**src/rtl/riscv16_pkg.sv**
```systemverilog
// Shared constants for the riscv16 core and its instruction-memory loader.
package riscv16_pkg;
  localparam int INSTR_W     = 16;
  localparam int IMEM_ADDR_W = 4;
  localparam int IMEM_DEPTH  = 2 ** IMEM_ADDR_W;
  localparam int BYTE_W      = 8;

  typedef enum logic [2:0] {
    LD_IDLE,
    LD_COUNT,
    LD_HI,
    LD_LO,
    LD_CSUM,
    LD_DONE,
    LD_ERROR
  } ld_state_e;
endpackage

```
**src/rtl/imem_loader.sv**
```systemverilog
// Fills instruction memory from a counted, XOR-checksummed byte stream and
// keeps the CPU in reset until a load with a good checksum has completed.
module imem_loader
  import riscv16_pkg::*;
#(
  parameter int ADDR_W  = IMEM_ADDR_W,
  parameter int INSTR_W = riscv16_pkg::INSTR_W,
  parameter int BYTE_W  = riscv16_pkg::BYTE_W
) (
  input  logic              clk,
  input  logic              rst,
  input  logic              start,
  input  logic              in_valid,
  input  logic [BYTE_W-1:0] in_data,
  output logic              in_ready,
  output logic              imem_we,
  output logic [ADDR_W-1:0] imem_addr,
  output logic [INSTR_W-1:0] imem_wdata,
  output logic              cpu_rst,
  output logic              busy,
  output logic              done,
  output logic              error,
  output logic [ADDR_W:0]   words_loaded
);

  localparam logic [BYTE_W-1:0] MAX_N = BYTE_W'(2 ** ADDR_W);

  ld_state_e          state_q, state_d;
  logic               in_ready_q, in_ready_d;
  logic               we_q, we_d;
  logic [ADDR_W-1:0]  addr_q, addr_d;
  logic [INSTR_W-1:0] wdata_q, wdata_d;
  logic               cpu_rst_q, cpu_rst_d;
  logic               busy_q, busy_d;
  logic               done_q, done_d;
  logic               error_q, error_d;
  logic [ADDR_W:0]    words_q, words_d;
  logic [ADDR_W:0]    n_q, n_d;
  logic [BYTE_W-1:0]  acc_q, acc_d;
  logic [BYTE_W-1:0]  hi_q, hi_d;
  logic               xfer;

  assign xfer = in_valid && in_ready_q;

  always_comb begin
    state_d   = state_q;
    we_d      = 1'b0;
    addr_d    = addr_q;
    wdata_d   = wdata_q;
    cpu_rst_d = cpu_rst_q;
    busy_d    = busy_q;
    done_d    = done_q;
    error_d   = error_q;
    words_d   = words_q;
    n_d       = n_q;
    acc_d     = acc_q;
    hi_d      = hi_q;

    unique case (state_q)
      LD_IDLE, LD_DONE, LD_ERROR: begin
        if (start) begin
          state_d   = LD_COUNT;
          busy_d    = 1'b1;
          done_d    = 1'b0;
          error_d   = 1'b0;
          cpu_rst_d = 1'b1;
        end
      end
      LD_COUNT: begin
        if (xfer) begin
          acc_d = in_data;
          if (in_data == '0 || in_data > MAX_N) begin
            state_d = LD_ERROR;
            error_d = 1'b1;
            busy_d  = 1'b0;
          end else begin
            n_d     = in_data[ADDR_W:0];
            words_d = '0;
            state_d = LD_HI;
          end
        end
      end
      LD_HI: begin
        if (xfer) begin
          hi_d    = in_data;
          acc_d   = acc_q ^ in_data;
          state_d = LD_LO;
        end
      end
      LD_LO: begin
        // The word write is registered here so the stream never stalls for it.
        if (xfer) begin
          acc_d   = acc_q ^ in_data;
          we_d    = 1'b1;
          addr_d  = words_q[ADDR_W-1:0];
          wdata_d = {hi_q, in_data};
          words_d = words_q + (ADDR_W+1)'(1);
          state_d = (words_d < n_q) ? LD_HI : LD_CSUM;
        end
      end
      LD_CSUM: begin
        if (xfer) begin
          busy_d = 1'b0;
          if (in_data == acc_q) begin
            state_d   = LD_DONE;
            done_d    = 1'b1;
            cpu_rst_d = 1'b0;
          end else begin
            state_d = LD_ERROR;
            error_d = 1'b1;
          end
        end
      end
      default: state_d = LD_IDLE;
    endcase

    in_ready_d = (state_d == LD_COUNT) || (state_d == LD_HI) ||
                 (state_d == LD_LO)    || (state_d == LD_CSUM);
  end

  always_ff @(posedge clk) begin
    if (rst) begin
      state_q    <= LD_IDLE;
      in_ready_q <= 1'b0;
      we_q       <= 1'b0;
      addr_q     <= '0;
      wdata_q    <= '0;
      cpu_rst_q  <= 1'b1;
      busy_q     <= 1'b0;
      done_q     <= 1'b0;
      error_q    <= 1'b0;
      words_q    <= '0;
      n_q        <= '0;
      acc_q      <= '0;
      hi_q       <= '0;
    end else begin
      state_q    <= state_d;
      in_ready_q <= in_ready_d;
      we_q       <= we_d;
      addr_q     <= addr_d;
      wdata_q    <= wdata_d;
      cpu_rst_q  <= cpu_rst_d;
      busy_q     <= busy_d;
      done_q     <= done_d;
      error_q    <= error_d;
      words_q    <= words_d;
      n_q        <= n_d;
      acc_q      <= acc_d;
      hi_q       <= hi_d;
    end
  end

  assign in_ready     = in_ready_q;
  assign imem_we      = we_q;
  assign imem_addr    = addr_q;
  assign imem_wdata   = wdata_q;
  assign cpu_rst      = cpu_rst_q;
  assign busy         = busy_q;
  assign done         = done_q;
  assign error        = error_q;
  assign words_loaded = words_q;

endmodule

```
**config.mk**
```make
export PLATFORM = sky130hd
export DESIGN_NAME = imem_loader
export DESIGN_NICKNAME = d
export VERILOG_FILES = /design/src/rtl/riscv16_pkg.sv /design/src/rtl/imem_loader.sv
export SDC_FILE = /design/constraint.sdc
export NUM_CORES = 1
export LEC_CHECK = 0
export CAP_MARGIN = 20
export CORE_ASPECT_RATIO = 0.7
export CORE_MARGIN = 2
export CORE_UTILIZATION = 45
export CTS_BUF_LIST = sky130_fd_sc_hd__clkbuf_16
export DETAILED_ROUTE_END_ITERATION = 10
export PLACE_DENSITY = 0.7
export SYNTH_ARGS = -nofsm -noshare
export SYNTH_HDL_FRONTEND = slang
export SYNTH_SLANG_ARGS = --single-unit
```
**constraint.sdc**
```tcl
create_clock -name clk -period 5.1 [get_ports clk]
set_input_delay 1.02 -clock clk [delete_from_list [all_inputs] [get_ports clk]]
set_output_delay 1.02 -clock clk [all_outputs]
set_load 0.02 [all_outputs]
```
==> results of run 1 <==
flip-flops by register name, indices dropped and copies added, names as in the netlist:
register,flops
imem_we,1
n_q,5
words_loaded,5
error,1
cpu_rst,1
acc_q,8
in_ready,1
state_q,3
done,1
busy,1
imem_wdata,16
imem_addr,4
hi_q,8
critical path, delay by kind of cell:
kind,cells,cell delay [ns]
buffers and inverters,1,0.60
AOI/OAI and AO/OA,3,0.61
and+or+nand+nor,2,1.06
Yosys cell counts (2+ instances only):
cell	number
nand2_1	73
dfxtp_1	55
a21oi_1	35
nor2_1	28
xnor2_1	16
clkbuf_1	12
o21ai_0	11
mux2i_1	9
ha_1	5
inv_1	5
nand3_1	4
nor3_1	4
o211ai_1	4
buf_2	3
nor2b_1	3
a2bb2oi_1	2
and3_1	2
nand2b_1	2
nand3b_1	2
nand4_1	2
nor2b_4	2
per-stage QoR:
step	area [um^2]	hold slack, ns	instances	utilization
final	3070	0.453	410	0.580
after global routing	3070	0.471	410	0.580
after CTS	3070	0.455	410	0.580
after detailed placement	2930	0.445	402	0.554
after global placement	2930	0.433	402	0.554
after floorplan	2490	0.432	305	-
final cells by class:
| class | instances | area share |
|---|---|---|
| multi-input cells | 228 | 0.424 |
| clock buffers | 5 | 0.0408 |
| well taps | 72 | 0.0294 |
| clock inverters | 3 | 0.00530 |
| inverters | 5 | 0.00612 |
| repair buffers | 42 | 0.135 |
| flip-flops and latches | 55 | 0.359 |
logic make-up after synthesis:
family                     count (synthesis)  synth area share
xor gates and xnor gates                  17            0.0597
AOI/OAI and AO/OA                         68             0.165
and+or+nand+nor                          129             0.235
buffers and inverters                     22            0.0376
muxes                                      9            0.0361
DFF                                       55             0.441
adders and majority gates                  5            0.0251
power by group through the flow:
stage | sequential [mW] | clock [mW] | combinational [mW]
after CTS | 0.451 | 0.336 | 0.0931
after global placement | 0.461 | 0 | 0.0912
after floorplan | 0.460 | 0 | 0.0616
final | 0.452 | 0.332 | 0.0939
after global routing | 0.453 | 0.353 | 0.103
after detailed placement | 0.461 | 0 | 0.0928
per-layer routing:
layer,up-vias,global-route usage,wire [um]
li1,1107,-,-
met1,1012,0.265,2850
met2,58,0.287,2350
met3,9,0.0388,257
met4,0,0.0404,49
met5,-,0,0
worst max-delay path by stage:
stage / cells past startpoint / to
after floorplan: 7 / in_ready
after global placement: 6 / in_ready
after CTS: 6 / in_ready
final: 6 / in_ready
after detailed placement: 6 / in_ready
after global routing: 7 / words_loaded[0]
==> results.txt, run 1 <==
Post-cts sizing count: 0
Fin crit share: 0.612
Hold Path Stages: 2
Number of synthesized flops with an enable pin: 0
Avg WL per Cell: 13.4 um
Cell count after synthesis: 305
Synth top area share: 0.441
Type of origin of the critical path: input port
Remaining Overflow, GRT: 0
Final wirelength: 5.51 mm
Pre-CTS setup slack: 1.66 ns
P_sw: 0.218 mW
Fin Clk Skew: 0.00487 ns
CTS Hold Bufs: 0
Area leader, netlist: dfxtp_1
Mapped cell area: 2490 um^2
Synth top area cells: dfxtp_1 44%, nand2_1 11%, a21oi_1 7.0%, xnor2_1 5.6%, nor2_1 4.2%
Total power: 0.878 mW
Fillers: 519
HP Start: hi_q[2]
Clk pwr share: 0.378
Synth async-reset ratio: 0
Post-Syn Area per Cell: 8.18 um^2
Die Y: 66.3 um
RSZ-0062 raised after global routing: false
CP startpoint: in_valid
Pre-antenna DRT Iters: 4
Slew HR: 0.343
Max-slew violations: 0
Crit Path Max Fanout: 26
Predominant post-synthesis flop cell: dfxtp_1
Switching power share of the total: 0.249
Area delta synth->final: 22.9%
Final Critical Period: 3.12 ns
Path category of the worst min-delay check: flip-flop to flip-flop
Initial Util: 0.472
F_max: 320 MHz
Largest stage delay, worst path: 0.80 ns
Hold Crit Endpoint: imem_wdata[10]
CTS clk-pin slew, worst paths: 0.07 ns
Number of DRC markers in iteration 0: 139
Logic pwr share: 0.107
Highest-delay cell along the critical path: and3_1
Worst-Margin Slew: 0.986 ns
Num CTS Buffers: 5
Final setup viols: 0
GRT Total Usage: 0.185
Multi-input logic area: 1300 um^2
Routed Antenna Nets: 0
Post-Syn Nets: 322
Core area: 5290 um^2
Largest net degree at the start of global routing: 55
Clock Path Buffers: 2
Vias in the first global route: 1975
CTS tree: built
P_int: 0.659 mW
Endpoints failing hold: 0
NumNets Final: 354
R2R Path Start: words_loaded[0]
GP Congestion: 0.812
Commonest non-fill, non-tap cell in the layout: nand2_1
P_leak: 1.08 nW
Setup Crit Path Kind: input port to flip-flop
CTS root buf: clkbuf_16
Layout cells sized above 1: 0.0385
# rows: 22
Maxcap violations: 0
I/O Buffers: 42
WP data required: 5.28 ns
Setup TNS: 0 ns
H-tree levels: 2
Synthesis Warnings: 0
Max VDD drop: 0.000164 V
R2R cell count: 9
Yosys cell types: 47
Outcome: complete, no violations
Antenna diodes: 0
CTS sink cnt: 55
I/O pins: 43
Part of the Yosys area used for sequential elements: 0.441
CP Capture Type: flip-flop
P per Cell Area: 286 nW/um^2
Cell Chain, Critical Path: clkdlybuf4s50_1 -> and3b_1 -> and3_1 -> a221o_1 -> a211oi_1 -> a31o_1
Detailed Place HPWL: 3.75 mm
Post-CTS Setup Inserts: 0
PnR worst setup slack: 1.98 ns
Die area: 6170 um^2
Horiz. Die Dim: 93.0 um
Most frequent cells in the layout: 73 x nand2_1, 55 x dfxtp_1, 41 x clkdlybuf4s50_1
Vias per cell: 5.33
Reg area: 1100 um^2
Flop-to-flop setup slack: 2.51 ns
Initial antenna violation count: 0
DRC violations left: 0
Global-route wire length before repair: 9.17 mm
Insertion delay to the later sink of the worst-skew pair: 0.29 ns
Arrival @ worst endpoint: 3.30 ns
Worst R2R End: in_ready
Via count: 2186
Yosys reg bits: 55
Seq pwr share: 0.515
No activity file was read; power rests on OpenSTA's default activity.
==> run 2: changes to the inputs <==
Clock period 5.1 ns to 3 ns, I/O delays scaled along.
==> results.txt, run 2 (synthesized netlist as in run 1, its figures left out) <==
Outcome: complete, no violations
Remaining Overflow, GRT: 0 (unchanged)
Global-route wire length before repair: 9.10 mm (-0.75%)
GRT Total Usage: 0.188 (+0.00245)
Detailed Place HPWL: 3.93 mm (+4.8%)
Avg WL per Cell: 13.4 um (about the same)
P_leak: 1.11 nW (+2.5%)
Layout cells sized above 1: 0.0638 (+0.0253)
Via count: 2219 (+1.5%)
Pre-antenna DRT Iters: 4 (unchanged)
CTS clk-pin slew, worst paths: 0.07 ns (about the same)
Most frequent cells in the layout: 73 x nand2_1, 55 x dfxtp_1, 41 x clkdlybuf4s50_1
F_max: 387 MHz
Initial antenna violation count: 0 (unchanged)
Total power: 1.52 mW (+73%)
Die area: 6170 um^2 (unchanged)
RSZ-0062 raised after global routing: false
Met2 wire len: 2.44 mm (+3.5%)
Final setup viols: 0 (unchanged)
WP data required: 3.19 ns (-2.09 ns)
Wire length on met1: 2.91 mm (+2.0%)
CTS tree: built
I/O pins: 43 (unchanged)
H-tree levels: 2 (unchanged)
Max-slew violations: 0 (unchanged)
CTS root buf: clkbuf_16
Core area: 5290 um^2 (unchanged)
Largest net degree at the start of global routing: 34 (-38%)
CTS Hold Bufs: 0 (unchanged)
Maxcap violations: 0 (unchanged)
Worst-Margin Slew: 0.663 ns (-0.323 ns)
Family with the most delay on the worst path: compound AO/OA/AOI/OAI gates
Type of origin of the critical path: flip-flop
CP bufs+invs: 0 (-1)
Post-CTS Setup Inserts: 0 (unchanged)
Post-DP Area: 2980 um^2 (+1.8%)
Fillers: 496 (-4.4%)
Fin crit share: 0.860
Layout Utilization: 0.592 (+0.0114)
Largest stage delay, worst path: 0.47 ns (-0.33 ns)
R2R Path Start: words_loaded[0]
Antenna diodes: 0 (unchanged)
Die Y: 66.3 um (unchanged)
Commonest non-fill, non-tap cell in the layout: nand2_1
Endpoints failing hold: 0 (unchanged)
Setup Crit Path Kind: flip-flop to flip-flop
Area delta synth->final: 25.3%
Uppermost layer routed: met4
Largest register FFs: 16 (unchanged)
Metal3 WL: 237 um (-7.8%)
WHS: 0.453 ns (+0.0000510 ns)
Setup TNS: 0 ns (unchanged)
Insertion delay to the later sink of the worst-skew pair: 0.29 ns (about the same)
Path category of the worst min-delay check: flip-flop to flip-flop
Final wirelength: 5.61 mm (+1.8%)
Slew HR: 0.555 (+0.213)
Num CTS Buffers: 5 (unchanged)
Number of DRC markers in iteration 0: 145 (+4.3%)
P per Cell Area: 485 nW/um^2 (+69%)
Clock Path Buffers: 2 (unchanged)
Post-cts sizing count: 0 (unchanged)
Fin area: 3130 um^2 (+2.0%)
Vias in the first global route: 1849 (-6.4%)
Arrival @ worst endpoint: 2.77 ns (-0.53 ns)
Cell Chain, Critical Path: ha_1 -> xor2_1 -> ha_1 -> a211o_1 -> a31oi_1 -> o21bai_1 -> a221o_1 -> nor2b_4 -> a31o_1
DRC violations left: 0 (unchanged)
Max VDD drop: 0.000238 V (+45%)
HP Start: hi_q[2]
Initial Util: 0.472 (unchanged)
# rows: 22 (unchanged)
Final Critical Period: 2.58 ns
CP Capture Type: flip-flop
Crit Path Max Fanout: 7 (-73%)
Routed Antenna Nets: 0 (unchanged)
Fin Clk Skew: 0.00518 ns (+0.000307 ns)
CTS sink cnt: 55 (unchanged)
I/O Buffers: 42 (unchanged)
Vias per cell: 5.32 (-0.19%)
GP Congestion: 0.872 (+7.3%)
CP startpoint: words_loaded[0]
Highest-delay cell along the critical path: dfxtp_1
NumNets Final: 361 (+2.0%)
Horiz. Die Dim: 93.0 um (unchanged)
Most frequent CP cell: ha_1
==> run 2: final cells by class <==
class / count / area [um^2] / share of cell area
Tap cell: 72 / 90.1 / 0.0288
Inverter: 5 / 18.8 / 0.00600
Sequential cell: 55 / 1100 / 0.352
Clock buffer: 5 / 125 / 0.0400
Multi-Input combinational cell: 228 / 1300 / 0.416
Clock inverter: 3 / 23.8 / 0.00760
Timing Repair Buffer: 49 / 468 / 0.150
==> run 2: layer usage <==
metal  vias to the layer above  global-route usage
met4                         0              0.0441
met1                      1047               0.272
li1                       1119                   -
met2                        51               0.284
met5                         -                   0
met3                         2              0.0422
==> run 2: tightest hold or removal path, stage by stage, from the launching register on <==
cell and delay (ns):
dfxtp_1 0.31, nand2_1 0.05, a21oi_1 0.05
==> run 2: path summary, 6_finish.rpt <==
| kind | endpoint | slack [ns] | cells past startpoint |
|---|---|---|---|
| max | in_ready | 0.42 | 9 |
| min | imem_wdata[10] | 0.45 | 2 |
| max reg2reg | in_ready | 0.42 | 9 |
| min reg2reg | imem_wdata[10] | 0.45 | 2 |
==> run 2: stage by stage <==
stage,setup WS [ns],instances
2_1_floorplan,0.551,305
3_3_place_gp,0.364,409
3_5_place_dp,0.323,409
4_1_cts,0.442,417
5_1_grt,0.318,417
6_report,0.419,417
==> run 2: power breakdown <==
part           internal, mW  leakage, nW  switching [mW]
registers             0.746        0.444          0.0221
clock network         0.313       0.0664           0.273
logic                0.0728        0.598          0.0901
